`src/rtl/spmmio_rgb_led_bank.sv`:
```
// SPMMIO bank of NUM_LEDS RGB channels with steady/blink/pulse/flash animation
// driven by a shared prescaler tick. Bit 0 of every bus is the most significant bit.
module spmmio_rgb_led_bank #(
    parameter int unsigned NUM_LEDS     = 4,
    parameter int unsigned NUM_FLAGS    = 4,
    parameter logic [15:0] PRESCALE_RST = 16'd50000
) (
    input  logic                   clk,
    input  logic                   reset,
    input  logic [0:3]             adr,
    input  logic                   cs,
    input  logic [0:3]             sel,
    input  logic                   we,
    input  logic [0:31]            d,
    output logic [0:31]            q,
    input  logic [0:NUM_FLAGS-1]   flags,
    input  logic [0:24*NUM_LEDS-1] default_rgb,
    output logic [0:24*NUM_LEDS-1] led_rgb
);

    typedef enum logic [1:0] {
        MODE_STEADY = 2'b00,
        MODE_BLINK  = 2'b01,
        MODE_PULSE  = 2'b10,
        MODE_FLASH  = 2'b11
    } mode_t;

    function automatic logic [7:0] scale8(input logic [7:0] c, input logic [7:0] lvl);
        logic [15:0] p;
        p = 16'(c) * 16'({1'b0, lvl} + 9'd1);
        return 8'(p >> 8);
    endfunction

    logic                      r_anim_en;
    logic [15:0]               r_prescale;
    logic [15:0]               r_cnt;
    logic                      w_tick;
    logic                      w_wr;
    logic [0:3]                w_flags;
    logic [NUM_LEDS-1:0][31:0] w_rd_val;
    logic [NUM_LEDS-1:0][31:0] w_rd_ctl;
    logic                      w_unused;

    assign w_unused = ^d[4:5];
    assign w_tick   = r_anim_en && (r_cnt == 16'd0);
    assign w_wr     = cs && we && (|sel);

    // Mask bits without a matching flag input never activate a channel.
    for (genvar j = 0; j < 4; j++) begin : g_flag
        if (j < NUM_FLAGS) begin : g_used
            assign w_flags[j] = flags[j];
        end else begin : g_pad
            assign w_flags[j] = 1'b0;
        end
    end

    always_ff @(posedge clk) begin
        if (reset) begin
            r_anim_en  <= 1'b1;
            r_prescale <= PRESCALE_RST;
            r_cnt      <= '0;
        end else begin
            if (r_anim_en) begin
                r_cnt <= w_tick ? r_prescale : r_cnt - 16'd1;
            end
            if (w_wr && adr == 4'd0) begin
                if (sel[0]) r_anim_en        <= d[0];
                if (sel[2]) r_prescale[15:8] <= d[16:23];
                if (sel[3]) r_prescale[7:0]  <= d[24:31];
            end
        end
    end

    for (genvar i = 0; i < NUM_LEDS; i++) begin : g_led
        localparam logic [3:0] VAL_ADR = 4'(2 + 2 * i);
        localparam logic [3:0] CTL_ADR = 4'(3 + 2 * i);

        logic [23:0] r_value;
        logic [0:3]  r_mask;
        mode_t       r_mode;
        logic [7:0]  r_period;
        logic [7:0]  r_phase;
        logic [7:0]  r_level;
        logic        r_dir;
        logic        r_on;
        logic [23:0] r_led;
        logic [23:0] w_eff;
        logic        w_wr_val;
        logic        w_wr_ctl;
        logic        w_active;
        logic        w_step_end;
        logic [7:0]  w_per1;
        logic [8:0]  w_up;

        assign w_wr_val   = w_wr && (adr == VAL_ADR);
        assign w_wr_ctl   = w_wr && (adr == CTL_ADR);
        assign w_per1     = (r_period == 8'd0) ? 8'd1 : r_period;
        assign w_step_end = ({1'b0, r_phase} + 9'd1) >= {1'b0, w_per1};
        assign w_up       = {1'b0, r_level} + {1'b0, r_period};
        assign w_active   = |(r_mask & w_flags);

        always_comb begin
            w_eff = '0;
            if (r_on) begin
                if (r_mode == MODE_PULSE) begin
                    w_eff = {scale8(r_value[23:16], r_level),
                             scale8(r_value[15:8],  r_level),
                             scale8(r_value[7:0],   r_level)};
                end else begin
                    w_eff = r_value;
                end
            end
        end

        // A register write to this LED in a tick cycle consumes that tick.
        always_ff @(posedge clk) begin
            if (reset) begin
                r_value  <= '0;
                r_mask   <= '0;
                r_mode   <= MODE_STEADY;
                r_period <= '0;
                r_phase  <= '0;
                r_level  <= '0;
                r_dir    <= 1'b0;
                r_on     <= 1'b1;
            end else begin
                if (w_tick && !w_wr_val && !w_wr_ctl) begin
                    case (r_mode)
                        MODE_BLINK: begin
                            if (w_step_end) begin
                                r_phase <= '0;
                                r_on    <= ~r_on;
                            end else begin
                                r_phase <= r_phase + 8'd1;
                            end
                        end
                        MODE_PULSE: begin
                            if (r_period != 8'd0) begin
                                if (!r_dir) begin
                                    if (w_up >= 9'd255) begin
                                        r_level <= 8'd255;
                                        r_dir   <= 1'b1;
                                    end else begin
                                        r_level <= w_up[7:0];
                                    end
                                end else if (r_level <= r_period) begin
                                    r_level <= '0;
                                    r_dir   <= 1'b0;
                                end else begin
                                    r_level <= r_level - r_period;
                                end
                            end
                        end
                        MODE_FLASH: begin
                            if (w_step_end) begin
                                r_mode  <= MODE_STEADY;
                                r_value <= '0;
                                r_phase <= '0;
                            end else begin
                                r_phase <= r_phase + 8'd1;
                            end
                        end
                        default: ;
                    endcase
                end
                if (w_wr_val) begin
                    if (sel[1]) r_value[23:16] <= d[8:15];
                    if (sel[2]) r_value[15:8]  <= d[16:23];
                    if (sel[3]) r_value[7:0]   <= d[24:31];
                end
                if (w_wr_ctl) begin
                    if (sel[0]) begin
                        r_mask <= d[0:3];
                        r_mode <= mode_t'(d[6:7]);
                    end
                    if (sel[1]) r_period <= d[8:15];
                    r_phase <= '0;
                    r_level <= '0;
                    r_dir   <= 1'b0;
                    r_on    <= 1'b1;
                end
            end
        end

        always_ff @(posedge clk) begin
            if (reset) begin
                r_led <= '0;
            end else begin
                r_led <= w_active ? w_eff : default_rgb[24*i +: 24];
            end
        end

        assign led_rgb[24*i +: 24] = r_led;
        assign w_rd_val[i] = {8'h00, r_value};
        assign w_rd_ctl[i] = {r_mask, 2'b00, r_mode, r_period, 16'h0000};
    end

    always_comb begin
        q = '0;
        if (adr == 4'd0) begin
            q = {r_anim_en, 15'd0, r_prescale};
        end
        for (int unsigned k = 0; k < NUM_LEDS; k++) begin
            if (adr == 4'(2 + 2 * k)) q = w_rd_val[k];
            if (adr == 4'(3 + 2 * k)) q = w_rd_ctl[k];
        end
    end

endmodule
```
`config.mk`:
```
export PLATFORM = sky130hd
export DESIGN_NAME = spmmio_rgb_led_bank
export DESIGN_NICKNAME = d
export VERILOG_FILES = /design/src/rtl/spmmio_rgb_led_bank.sv
export SDC_FILE = /design/constraint.sdc
export NUM_CORES = 2
export LEC_CHECK = 0
export BUFFER_PORTS_ARGS = -buffer_cell sky130_fd_sc_hd__buf_4
export CAP_MARGIN = 10
export CORE_MARGIN = 2
export CORE_UTILIZATION = 35
export DETAILED_ROUTE_END_ITERATION = 16
export PLACE_DENSITY_LB_ADDON = 0.1
export SYNTH_ARGS = -nofsm -noshare
export SYNTH_HDL_FRONTEND = slang
export SYNTH_SLANG_ARGS = --single-unit
```
`constraint.sdc`:
```
create_clock -name clk -period 14.6 [get_ports clk]
set_input_delay 2.92 -clock clk [delete_from_list [all_inputs] [get_ports clk]]
set_output_delay 2.92 -clock clk [all_outputs]
set_load 0.05 [all_outputs]
```
==> run metrics <==
die height ~360 um; MaxCap Viol Count 0; post-synthesis mux area share a little over 2%; H-tree levels 2; ys flop type dfxtp_1; Final setup viols 0; initial antenna violation count 15; DRT iter0 DRCs 2389; DP Worst Slack 6515 ps; Worst Tran Pin Value between 1000 and 1500 ps; number of synthesized flops with an enable pin 0; Synth Area per Inst between 8 and 9 sq um; TritonRoute pass-1 iters 6; Power Dens Cells approximately 55 nW/um^2; area share of and/or/nand/nor cells after synthesis approximately 22%; vias per cell between 5 and 6; Reg area 7067 sq um; Max Fanout on Critical Path between 40 and 50; Final Util 39.40%; Synth Area in Compound Gates roughly 13%; Initial Util a little over a third; final setup margin 6470 ps; Flop pwr share between 30% and 40%; DR WL/cell between 20 and 25 um; Warnings, synthesis 0; static leakage 24.67 nW; Setup Total Neg Slack 0 ps; Clock Sinks about 350; Critical Path RT 11680 ps; Root Buffer clkbuf_16; Gate Count Post-Synth around 5400; Synth-to-Final Area Change 11.60%; # IOs ~270; FILL cells between 10000 and 15000; Synth Cell Area 45020 sq um; Synth area leader fa_1; RSZ-0062 raised after global routing false; Hold Crit Class flip-flop to flip-flop; row count 131; Critical Path Sink Type output port; Via Count 37240; # hold bufs at CTS 0; Pint roughly 0.0019 W; largest net degree at the start of global routing between 100 and 150; gpl congestion between 0.8 and 0.9; largest family of logic cells by synthesized area adder cells; global-route wire length before repair about 230000 um; Synth top area share a little over a fifth; Die X ~360 um; critical path arrival approximately 5200 ps; Synth Area in Adders 35.29%; Fin. Hold Viols 0; skew final roughly 33 ps; clock slew at reported path FFs 60 ps; final max-slew violation count 0; Post-synth ARST share 0%; Sw Ratio between 20 and 30%; gr ovfl total 0; Num CTS Buffers between 40 and 50; Clock Path Buffers 3; maximum vdd ir drop a little under 0.08 mV; Port Buf Inserts between 200 and 300; core area about 130000 sq um; Max Fclk approximately 120 MHz; nature of the critical path startpoint input pin; DRC viols 0; Yosys reg bits between 300 and 400; NetSw approximately 0.0008 W; Final Critical Period slightly above 8000 ps; Synth cell types 84; Setup CP Type input pin to output port; # resized after CTS 0; ANT nets after route 0; CTS tree done; Clk pwr share about half; synth top area cells fa_1, dfxtp_1, ha_1; drt total wl between 150000 and 200000 um; Hold Slack 472.3 ps; status finished, final reports clean; sequential element share of the synthesized area between 15 and 20%; Relative slew margins between 10% and 20%; Clock Latency Late Sink about 660 ps; combinational power share 13.7%; Overall Global Routing Usage between 20% and 30%; xor/xnor share of the synthesized area 3.930%; Post-CTS Setup Inserts 0; Die Footprint 131500 sq um; final-stage net count approximately 6600; post-detail-place hpwl roughly 120000 um; multi-input logic area roughly 34000 sq um; Final Cycle Share a little under three fifths; share of cells above drive strength 1 9.748%; vias in the first global route approximately 38000
[through the flow]
stage / cells / cell area (sq um) / power (W)
floorplan: 5363 / 45020 / 0.001289
global placement: 7049 / 48470 / 0.001427
detailed placement: 7049 / 48470 / 0.001428
CTS: 7140 / 50230 / 0.002787
global route: 7140 / 50230 / 0.002857
finish: 7143 / 50240 / 0.002749
[power by group through the flow]
stage | registers, W | clock network (W) | logic, W
global route | 0.00104 | 0.00141 | 0.000404
CTS | 0.00103 | 0.00138 | 0.000376
detailed placement | 0.00105 | 0 | 0.000374
global placement | 0.00105 | 0 | 0.000373
finish | 0.00103 | 0.00134 | 0.000376
floorplan | 0.00109 | 0 | 0.000196
[cell usage in the layout (no fill, tap or decap), types with 15 or more instances in the layout]
cell type / instances
buf_4: 336
and3_1: 113
clkbuf_16: 50
a21o_1: 42
a31oi_1: 31
mux2i_1: 40
a22oi_1: 21
nor2b_1: 90
a22o_1: 21
o21ai_0: 145
a21oi_1: 276
dfxtp_1: 353
o31ai_1: 18
o21bai_1: 18
nand4b_1: 16
and2_1: 617
nand4_1: 27
nand3_1: 131
nand2_1: 493
xor2_1: 71
fa_1: 488
nand2b_1: 34
nor2_1: 209
a31o_2: 46
mux4_2: 19
a211oi_1: 15
nor3_1: 47
inv_1: 705
o32ai_1: 15
o211ai_1: 16
a32o_1: 16
xnor2_1: 131
ha_1: 489
nor4_1: 20
o22ai_1: 92
[path summary, 6_finish.rpt]
check | cells past startpoint | slack [ps] | end | startpoint
min | 2 | 470 | g_led[3].r_value[5] | g_led[3].r_value[5]
min reg2reg | 2 | 470 | g_led[3].r_value[5] | g_led[3].r_value[5]
max reg2reg | 22 | 8070 | g_led[1].r_led[23] | g_led[1].r_level[1]
max | 7 | 6470 | q[15] | adr[2]
[layer usage]
metal,wire (um),global-route usage (%),up-vias
met3,7108,2.594,121
met2,70260,38.63,801
met5,27,0,-
met4,3015,4.678,4
li1,-,-,17780
met1,70830,32.15,18530
[cell type report]
| class | count | share of cell area, % |
|---|---|---|
| antenna | 3 | 0.01494 |
| clock buffer | 60 | 2.645 |
| clock inverter | 31 | 0.8642 |
| inverter | 706 | 5.275 |
| multi-input combinational | 3990 | 67.91 |
| sequential | 353 | 14.07 |
| tap | 1662 | 4.139 |
| timing repair buffer | 338 | 5.083 |
[cell usage after synthesis, types with 7 or more instances]
master and number:
a32o_1 16, a22oi_1 21, clkbuf_1 292, fa_1 488, a21oi_1 276, a31oi_1 33
xor2_1 71, o21ai_0 145, buf_1 8, or4_1 14, o32ai_1 15, nor3_1 48
and2_1 617, o21a_1 10, o31a_1 9, o211ai_1 16, nand4_1 27, nand2_1 493
mux4_2 19, nor2_1 210, nor4_1 20, or3_1 12, nand3_1 131, a22o_1 21
nand2b_1 34, nor2b_1 90, o211a_1 7, a211oi_1 15, a31o_2 46, nand4b_1 16
or2_2 13, o22ai_1 92, ha_1 489, dfxtp_1 353, o31ai_1 18, inv_1 706
o21bai_1 18, nand3b_1 14, mux2_2 8, a21o_1 42, a222oi_1 8, mux2i_1 40
and3_1 113, xnor2_1 131, buf_2 10
[flip-flops by register name, indices dropped and copies added (netlist names), 8 cells and up]
register,cells
g_led.r_mode,8
g_led.r_mask,16
g_led.r_led,96
g_led.r_level,32
g_led.r_period,32
g_led.r_value,96
g_led.r_phase,32
r_prescale,16
r_cnt,16
[kinds of logic after synthesis]
kind of cell    count (synthesis)
mux                            67
flops                         353
simple gates                 1865
xor+xnor                      202
compound gates                877
other cells                     1
buf+inv                      1020
fa+ha+maj                     977
[worst max-delay path, cell delays in order]
cell	delay, ps
buf_4	480
mux2_2	400
nand2_1	60
o21ai_0	110
a222oi_1	500
o21ai_0	400
buf_4	310
Note: power is estimated with default switching activity, not from simulation.
